===== src/rtl/duck_round_ctrl.sv =====
// Duck-hunt round sequencer: phase FSM, per-duck shot/hit bookkeeping, BCD score and hit mask.
// Every output is a flop, so each output's _d value is decoded from the next state.
module duck_round_ctrl #(
  parameter int SHOTS_PER_DUCK   = 3,
  parameter int DUCKS_PER_ROUND  = 10,
  parameter int PASS_HITS        = 6,
  parameter int FLY_FRAMES       = 300,
  parameter int FALL_FRAMES      = 60,
  parameter int ESCAPE_FRAMES    = 90,
  parameter int SHOW_FRAMES      = 90,
  parameter int INTRO_MAX_FRAMES = 600,
  parameter int HIT_HUNDREDS     = 5
) (
  input  logic        Clk,
  input  logic        Reset_n,
  input  logic        frame_clk,
  input  logic        Run,
  input  logic        trigger,
  input  logic        hit,
  input  logic        dog_done,
  output logic [3:0]  phase,
  output logic        dog_start,
  output logic        duck_launch,
  output logic [1:0]  shots_left,
  output logic [3:0]  duck_index,
  output logic [9:0]  hits_mask,
  output logic [3:0]  round_num,
  output logic [15:0] score_bcd,
  output logic        game_over
);

  typedef enum logic [3:0] {
    IDLE        = 4'd0,
    DOG_INTRO   = 4'd1,
    DUCK_FLY    = 4'd2,
    DUCK_FALL   = 4'd3,
    DUCK_ESCAPE = 4'd4,
    DOG_SHOW    = 4'd5,
    NEXT_DUCK   = 4'd6,
    ROUND_END   = 4'd7,
    GAME_OVER   = 4'd8
  } state_e;

  state_e      state_q, state_d;
  logic        armed_q;
  logic        frame_prev_q, run_prev_q, trig_prev_q;
  logic [9:0]  frame_cnt_q, frame_cnt_d;
  logic [1:0]  shots_left_q, shots_left_d;
  logic [3:0]  duck_index_q, duck_index_d;
  logic [9:0]  hits_mask_q, hits_mask_d;
  logic [3:0]  round_num_q, round_num_d;
  logic [15:0] score_q, score_d;
  logic        dog_start_q, dog_start_d;
  logic        duck_launch_q, duck_launch_d;
  logic        game_over_q, game_over_d;

  logic       frame_tick, run_edge, trig_edge, shot, state_entry;
  logic [9:0] cnt_inc;
  logic [1:0] shots_dec;

  // Edges are suppressed for the first cycle after reset so a Run level held
  // through reset release is not mistaken for a press.
  assign frame_tick = armed_q & frame_clk & ~frame_prev_q;
  assign run_edge   = armed_q & Run & ~run_prev_q;
  assign trig_edge  = armed_q & trigger & ~trig_prev_q;
  assign cnt_inc    = frame_cnt_q + 10'd1;
  assign shot       = trig_edge && (shots_left_q != 2'd0);
  assign shots_dec  = shots_left_q - 2'd1;

  function automatic logic timed_out(input int limit);
    return frame_tick && (cnt_inc == 10'(limit));
  endfunction

  // Adds HIT_HUNDREDS to the hundreds digit; a carry out of 9xxx pins at 9900.
  function automatic logic [15:0] add_hit(input logic [15:0] s);
    logic [4:0]  h;
    logic [15:0] r;
    h = {1'b0, s[11:8]} + 5'(HIT_HUNDREDS);
    if (h < 5'd10)              r = {s[15:12], h[3:0], s[7:0]};
    else if (s[15:12] >= 4'd9)  r = 16'h9900;
    else                        r = {s[15:12] + 4'd1, 4'(h - 5'd10), s[7:0]};
    return r;
  endfunction

  // NOTE: sequential state uses non-blocking assignments so every flop samples pre-edge values.
  always_ff @(posedge Clk or negedge Reset_n) begin
    if (!Reset_n) begin
      state_q       <= IDLE;
      armed_q       <= 1'b0;
      frame_prev_q  <= 1'b0;
      run_prev_q    <= 1'b0;
      trig_prev_q   <= 1'b0;
      frame_cnt_q   <= '0;
      shots_left_q  <= '0;
      duck_index_q  <= '0;
      hits_mask_q   <= '0;
      round_num_q   <= '0;
      score_q       <= '0;
      dog_start_q   <= 1'b0;
      duck_launch_q <= 1'b0;
      game_over_q   <= 1'b0;
    end else begin
      state_q       <= state_d;
      armed_q       <= 1'b1;
      frame_prev_q  <= frame_clk;
      run_prev_q    <= Run;
      trig_prev_q   <= trigger;
      frame_cnt_q   <= frame_cnt_d;
      shots_left_q  <= shots_left_d;
      duck_index_q  <= duck_index_d;
      hits_mask_q   <= hits_mask_d;
      round_num_q   <= round_num_d;
      score_q       <= score_d;
      dog_start_q   <= dog_start_d;
      duck_launch_q <= duck_launch_d;
      game_over_q   <= game_over_d;
    end
  end

  // NOTE: state_d gets a default before the case so no path leaves it unassigned (no latch).
  always_comb begin
    state_d = state_q;
    unique case (state_q)
      IDLE:        if (run_edge) state_d = DOG_INTRO;
      DOG_INTRO:   if (dog_done || timed_out(INTRO_MAX_FRAMES)) state_d = DUCK_FLY;
      DUCK_FLY: begin
        // A trigger in the same cycle as the timeout is resolved first.
        if (shot) begin
          if (hit)                                          state_d = DUCK_FALL;
          else if (shots_dec == 2'd0 || timed_out(FLY_FRAMES)) state_d = DUCK_ESCAPE;
        end else if (timed_out(FLY_FRAMES)) begin
          state_d = DUCK_ESCAPE;
        end
      end
      DUCK_FALL:   if (timed_out(FALL_FRAMES))   state_d = DOG_SHOW;
      DUCK_ESCAPE: if (timed_out(ESCAPE_FRAMES)) state_d = DOG_SHOW;
      DOG_SHOW:    if (timed_out(SHOW_FRAMES))   state_d = NEXT_DUCK;
      NEXT_DUCK:   state_d = (duck_index_q < 4'(DUCKS_PER_ROUND - 1)) ? DUCK_FLY : ROUND_END;
      ROUND_END:   state_d = ($countones(hits_mask_q) >= PASS_HITS) ? DOG_INTRO : GAME_OVER;
      GAME_OVER:   if (run_edge) state_d = IDLE;
      default:     state_d = IDLE;
    endcase
  end

  always_comb begin
    state_entry   = (state_d != state_q);
    frame_cnt_d   = state_entry ? 10'd0 : (frame_tick ? cnt_inc : frame_cnt_q);
    dog_start_d   = state_entry && (state_d == DOG_INTRO || state_d == DOG_SHOW);
    duck_launch_d = state_entry && (state_d == DUCK_FLY);
    game_over_d   = (state_d == GAME_OVER);
    shots_left_d  = shots_left_q;
    duck_index_d  = duck_index_q;
    hits_mask_d   = hits_mask_q;
    round_num_d   = round_num_q;
    score_d       = score_q;
    unique case (state_q)
      IDLE: if (state_d == DOG_INTRO) begin
        score_d      = '0;
        hits_mask_d  = '0;
        round_num_d  = 4'd1;
        duck_index_d = '0;
      end
      DOG_INTRO: if (state_d == DUCK_FLY) shots_left_d = 2'(SHOTS_PER_DUCK);
      DUCK_FLY: if (shot) begin
        shots_left_d = shots_dec;
        if (hit) begin
          hits_mask_d = hits_mask_q | (10'd1 << duck_index_q);
          score_d     = add_hit(score_q);
        end
      end
      NEXT_DUCK: if (state_d == DUCK_FLY) begin
        duck_index_d = duck_index_q + 4'd1;
        shots_left_d = 2'(SHOTS_PER_DUCK);
      end
      ROUND_END: if (state_d == DOG_INTRO) begin
        round_num_d  = (round_num_q == 4'd15) ? 4'd15 : round_num_q + 4'd1;
        hits_mask_d  = '0;
        duck_index_d = '0;
      end
      default: ;
    endcase
  end

  assign phase       = state_q;
  assign dog_start   = dog_start_q;
  assign duck_launch = duck_launch_q;
  assign shots_left  = shots_left_q;
  assign duck_index  = duck_index_q;
  assign hits_mask   = hits_mask_q;
  assign round_num   = round_num_q;
  assign score_bcd   = score_q;
  assign game_over   = game_over_q;

endmodule


===== config.mk =====
export PLATFORM = sky130hd
export DESIGN_NAME = duck_round_ctrl
export DESIGN_NICKNAME = d
export VERILOG_FILES = /design/src/rtl/duck_round_ctrl.sv
export SDC_FILE = /design/constraint.sdc
export NUM_CORES = 1
export LEC_CHECK = 0
export BUFFER_PORTS_ARGS = -buffer_cell sky130_fd_sc_hd__buf_2
export CORE_MARGIN = 8
export CORE_UTILIZATION = 55
export CTS_BUF_LIST = sky130_fd_sc_hd__clkbuf_8
export CTS_CLUSTER_SIZE = 8
export DETAILED_ROUTE_END_ITERATION = 6
export PLACE_DENSITY = 0.83
export SLEW_MARGIN = 15
export SYNTH_ARGS = -nofsm -noshare
export SYNTH_HDL_FRONTEND = slang
export SYNTH_SLANG_ARGS = --single-unit

===== constraint.sdc =====
create_clock -name Clk -period 5.9 [get_ports Clk]
set_input_delay 1.18 -clock Clk [delete_from_list [all_inputs] [get_ports Clk]]
set_output_delay 1.18 -clock Clk [all_outputs]
set_load 0.005 [all_outputs]

==> results.yml, run 1 <==
power:
  cellPowerDensity_mw_per_mm2: 345
  ir_worst_vdd_v: 0.000254
  leakage_nw: 1.73
clocking:
  clk_latency_ns: 0.31
  cts_buffers: 5
  post_cts_buffers: 0
  h-tree-depth: 2
  clock_path_buffers: 2
  cts_tree: "yes"
  cts-root-buf: "clkbuf_8"
  cts.repair.resized: 0
  path_clk_slew_ns: 0.10
  numClockSinks: 49
  cts_hold_buffers: 0
global_routing:
  overflow: 0
  grt_pass1_vias: 2842
  grt_pass1_wl_mm: 13.3
  grt_max_degree: 50
  gr-usage-all-layers: 0.182
  antenna_found_initial: 0
timing:
  fin_crit_sh: 0.819
  period_minus_slack_ns: 4.83
  slew_violations: 0
  setup_tns_ns: 0
  fmax_mhz: 207
  rsz0062_at_grt: "false"
  slew_headroom: 0.446
  tightest_slew_ns: 0.829
  hold_viol: 0
  skew_ns: 0.0118
  setup_violations: 0
final_layout:
  fin_util: 0.603
  syn2layout_area_growth_pct: 8.60
  seq_area_mm2: 0.00123
  multi_input_area_mm2: 0.00198
  final_layout_size_suffix_gt1_frac: 0.165
  finalNetCount: 433
  fillers: 526
  antennaDiodeCount: 0
placement:
  portBuffers: 41
  gp_congestion: 0.875
  place_hpwl_mm: 5.82
synthesis:
  ys_types: 69
  synth_top_flop_cell: "dfrtp_1"
  synth_cells: 371
  seq_area_frac_synth: 0.356
  netlist_area_mm2: 0.00345
  synthArstFlopShare: 1.00
  avgSynthCellArea_um2: 9.29
  yosys_warnings: 0
  synth_edf_count: 0
  ys_ff_latch: 49
worst_setup_path:
  crit_path_start_kind: "flop"
  required_ns: 6.10
  worstSetupPathType: "reg2reg"
  path_max_fanout: 10
  cp.arrival_ns: 5.03
  cp-end-kind: "flop"
status:
  status: "complete, no violations"
routing:
  viasPerCell: 5.88
  wl_per_cell_um: 16.3
  drc: 0
  first_iter_violations: 236
  drtAntennaViolNets: 0
  firstDrtPassIters: 5
  drt-total-wl_mm: 7.79
  vias: 2812
floorplan:
  fp-row-count: 29
  die_h_um: 95.2
  dieWidth_um: 95.2
  start_util: 0.556
  io_pins: 50
  coreArea_mm2: 0.00620
  dieArea_mm2: 0.00906
hold_path:
  hold_class: "reg2reg"
job:
  drv_cap: 0
worst max-delay path, stage by stage (launching register included):
cell and delay, ns:
dfrtp_1 0.42, fa_1 0.54, inv_1 0.05, fa_1 0.50, fa_1 0.41, inv_1 0.07
ha_1 0.16, inv_1 0.05, fa_1 0.50, inv_1 0.05, a221o_1 0.31, a21oi_1 0.36
nand2b_1 0.22, nor2b_1 0.29, o2111a_2 0.35, xnor2_4 0.14, nor4_1 0.29
power breakdown:
part | leakage [nW] | internal [mW] | switching (mW)
clock network | 0.0574 | 0.138 | 0.118
registers | 0.647 | 0.397 | 0.0991
logic | 1.03 | 0.214 | 0.326
total | 1.73 | 0.749 | 0.543
metrics by stage:
stage | hold slack, ns | instance area, µm² | power, mW | cells | setup slack (ns)
after floorplan | 0.505 | 3470 | 0.868 | 378 | 1.64
after global placement | 0.496 | 3620 | 1.02 | 470 | 1.38
after detailed placement | 0.509 | 3620 | 1.04 | 470 | 1.14
after CTS | 0.535 | 3740 | 1.30 | 478 | 1.09
after global routing | 0.563 | 3740 | 1.38 | 478 | 0.755
final | 0.532 | 3740 | 1.29 | 478 | 1.07
metal layers:
layer	share of wire	up-vias	global-route usage
met5	0	-	0
met3	0.069	9	0.0386
met1	0.44	1359	0.239
li1	-	1346	-
met2	0.48	98	0.291
met4	0.011	0	0.0611
placed cells by master (no fill, tap or decap), types with 9 or more instances in the layout:
cell and instances:
dfrtp_1 49, buf_2 40, inv_1 29, nor2_1 29, a21oi_1 24, nand2_1 20
ha_1 20, o21ai_0 14, nand3_1 12, nor3_1 9, nand2b_1 9, xnor2_1 9
nor4_1 9, conb_1 9
synth_stat cells, drive strengths merged (7+ instances only):
cell,instances,area share
a31oi,9,0.018
ha,20,0.073
o21ai,17,0.026
nor3,11,0.021
xor2,8,0.023
nor4,9,0.016
inv,29,0.032
xnor2,10,0.031
clkbuf,8,0.0087
nor2,29,0.032
nand4,8,0.016
nand2,20,0.022
nor2b,7,0.013
dfrtp,49,0.36
nand2b,9,0.016
nand3,14,0.028
a21oi,24,0.035
buf,18,0.036
worst paths after layout:
check	startpoint	endpoint	slack, ns	depth (start not counted)
min in group asynchronous	Reset_n	hits_mask[6]	0.86	1
worst min-delay path	hits_mask[3]	hits_mask[3]	0.53	2
worst min register to register	hits_mask[3]	hits_mask[3]	0.53	2
max in group asynchronous	Reset_n	score_bcd[12]	4.62	1
worst max-delay path	hits_mask[5]	frame_cnt_q[6]	1.07	16
worst max register to register	hits_mask[5]	frame_cnt_q[6]	1.07	16
kinds of logic after synthesis:
logic type	after synthesis	synth area share
and+or+nand+nor	135	0.225
AOI/OAI and AO/OA	80	0.162
buffers and inverters	55	0.0762
DFF	49	0.356
adders and majority gates	26	0.107
xor gates and xnor gates	18	0.0534
muxes	6	0.0174
other	2	0.00218
area by class of cell:
class	instances	share of cell area
Inverter	29	0.0291
Timing Repair Buffer	41	0.0555
Sequential cell	49	0.328
Clock buffer	6	0.0221
Multi-Input combinational cell	274	0.530
Clock inverter	2	0.0100
Tap cell	77	0.0257
registers in the layout (all words and copies together) (netlist names):
name / count
round_num: 4
trig_prev_q: 1
frame_cnt_q: 10
run_prev_q: 1
armed_q: 1
dog_start: 1
phase: 4
game_over: 1
frame_prev_q: 1
duck_index: 4
hits_mask: 10
duck_launch: 1
shots_left: 2
score_bcd: 8
No activity file was read; power rests on OpenSTA's default activity.
==> run 2, diff against run 1 <==
--- a/config.mk
+++ b/config.mk
@@ -5,13 +5,14 @@
 export SDC_FILE = /design/constraint.sdc
 export NUM_CORES = 1
 export LEC_CHECK = 0
+export ABC_AREA = 1
 export BUFFER_PORTS_ARGS = -buffer_cell sky130_fd_sc_hd__buf_2
 export CORE_MARGIN = 8
-export CORE_UTILIZATION = 55
+export CORE_UTILIZATION = 54
 export CTS_BUF_LIST = sky130_fd_sc_hd__clkbuf_8
 export CTS_CLUSTER_SIZE = 8
 export DETAILED_ROUTE_END_ITERATION = 6
-export PLACE_DENSITY = 0.83
+export PLACE_DENSITY = 0.85
 export SLEW_MARGIN = 15
 export SYNTH_ARGS = -nofsm -noshare
 export SYNTH_HDL_FRONTEND = slang
==> constraint.sdc (replaced) <==
create_clock -name Clk -period 4.4 [get_ports Clk]
set_input_delay 0.88 -clock Clk [delete_from_list [all_inputs] [get_ports Clk]]
set_output_delay 0.88 -clock Clk [all_outputs]
set_load 0.005 [all_outputs]
==> results.yml, run 2 <==
global_routing:
  gr-usage-all-layers: 0.176
  grt_max_degree: 50
  grt_pass1_vias: 3230
  antenna_found_initial: 0
  overflow: 0
  grt_pass1_wl_mm: 14.3
placement:
  gp_congestion: 0.934
  place_inst: 608
  pre_cts_ws_ns: 0.0372
  place_hpwl_mm: 6.26
  placed_cell_area_mm2: 0.00377
  portBuffers: 41
routing:
  drt-total-wl_mm: 8.90
  drtAntennaViolNets: 0
  firstDrtPassIters: 7
  vias: 3461
  drc: 1
  viasPerCell: 5.51
  first_iter_violations: 238
  wl_per_cell_um: 14.2
clocking:
  h-tree-depth: 2
  path_clk_slew_ns: 0.10
  cts_buffers: 5
  clk_latency_ns: 0.31
  cts_tree: "yes"
  clock_path_buffers: 2
  cts-root-buf: "clkbuf_8"
  numClockSinks: 49
timing:
  slew_headroom: 0.571
  tightest_slew_ns: 0.643
  slew_violations: 0
  fin_crit_sh: 0.972
  setup_violations: 0
  hold-worst-slack_ns: 0.506
  skew_ns: 0.00899
  hold_viol: 0
  setup_tns_ns: 0
  fmax_mhz: 234
  period_minus_slack_ns: 4.28
  setup_ws_ns: 0.121
synthesis:
  synth_largest_area_cell: "dfrtp_1"
  avgSynthCellArea_um2: 7.13
  ys_types: 35
  synth_cells: 493
  seq_area_frac_synth: 0.349
  yosysMostFrequentCell: "nand2_1"
  ys_ff_latch: 49
  yosys_warnings: 0
  synthArstFlopShare: 1.00
  netlist_area_mm2: 0.00351
  yosysTopAreaCellShare: 0.349
  synth_common_cells: "nand2_1 (129), inv_1 (79), nand3_1 (55)"
  synth_top_flop_cell: "dfrtp_1"
  synth_area_leaders: "dfrtp_1 (35%), nand2_1 (14%), inv_1 (8.4%)"
  synth_edf_count: 0
final_layout:
  antennaDiodeCount: 0
  final_layout_size_suffix_gt1_frac: 0.172
  final_area_mm2: 0.00405
  fin_util: 0.641
  syn2layout_area_growth_pct: 15.2
  final_cell_mix: "nand2_1 (127), inv_1 (78), nand3_1 (55)"
  finalNetCount: 583
  final_cells: 628
  layout.cells.most_common: "nand2_1"
floorplan:
  start_util: 0.557
  die_h_um: 96.7
  coreArea_mm2: 0.00631
  dieArea_mm2: 0.00935
  dieWidth_um: 96.7
  io_pins: 50
  fp-row-count: 29
job:
  drv_cap: 0
worst_setup_path:
  worstSetupPathType: "reg2reg"
  path_buf_inv: 3
  path_cells: "fa_1, inv_1, fa_1, fa_1, inv_1, ha_2, inv_1, fa_1, a21oi_2, o21ai_2, nand2_1, nand2_2, nand2_2, nor3_2, nand3_1, nor2_2, nand2_2, xor2_2, nand2_1, nor2_1"
  max_stage_delay_ns: 0.55
  cp_slowest_cell: "fa_1"
  path_max_fanout: 5
  cp-end-kind: "flop"
  path_delay_family: "adder cells"
  required_ns: 4.65
  crit_path_start_kind: "flop"
  cp.arrival_ns: 4.52
  crit_top_cell: "fa_1"
status:
  violations: "design-rule violations"
  status: "finished with violations"
hold_path:
  hold_class: "reg2reg"
power:
  leakage_nw: 2.20
  p_total_mw: 2.41
  ir_worst_vdd_v: 0.000332
  cellPowerDensity_mw_per_mm2: 596
run 2: final timing paths:
| kind | from | end | slack (ns) | cells past startpoint |
|---|---|---|---|---|
| max in group asynchronous | Reset_n | hits_mask[5] | 3.26 | 2 |
| min | hits_mask[0] | hits_mask[0] | 0.51 | 2 |
| max | hits_mask[5] | frame_cnt_q[8] | 0.12 | 20 |
| min reg2reg | hits_mask[0] | hits_mask[0] | 0.51 | 2 |
| min in group asynchronous | Reset_n | score_bcd[10] | 0.67 | 2 |
| max reg2reg | hits_mask[5] | frame_cnt_q[8] | 0.12 | 20 |
run 2: layer usage:
layer | wire length (µm) | share of wire | up-vias | global-route usage
li1 | - | - | 1660 | -
met1 | 3740 | 0.42 | 1653 | 0.206
met2 | 4340 | 0.49 | 123 | 0.296
met3 | 570 | 0.064 | 25 | 0.0427
met4 | 244 | 0.027 | 0 | 0.0805
met5 | 0 | 0 | - | 0
run 2: logic make-up (layout without fill, tap and decap cells):
kind of cell / Yosys count / in the layout / share of synthesized area
compound gates: 55 / 55 / 0.0897
xor+xnor: 6 / 6 / 0.0150
fa+ha+maj: 26 / 26 / 0.105
buf+inv: 92 / 141 / 0.109
flops: 49 / 49 / 0.349
other cells: 2 / 9 / 0.00214
simple gates: 263 / 265 / 0.330
run 2: worst min-delay path, stage by stage, from the launching register on:
cell and delay [ns]:
dfrtp_1 0.37, nand2_1 0.06, nand2_1 0.05
run 2: power breakdown:
| group | internal, mW | switching [mW] | total (mW) |
|---|---|---|---|
| clock | 0.226 | 0.164 | 0.390 |
| sequential | 0.563 | 0.146 | 0.709 |
| combinational | 0.489 | 0.824 | 1.31 |
run 2: timing repair:
action	CTS	global route
hold buffers	0	0
resized for setup	0	17
buffers inserted	0	10
endpoints found under the hold margin	0	0
setup endpoints to repair	0	27
run 2: final cells by class:
cell class                 instances  area, µm²
sequential                        49       1230
multi-input combinational        361       1980
clock buffer                       5       68.8
clock inverter                     3       65.1
inverter                          80        300
timing repair buffer              53        307
tap                               77       96.3
fill                             524       2270
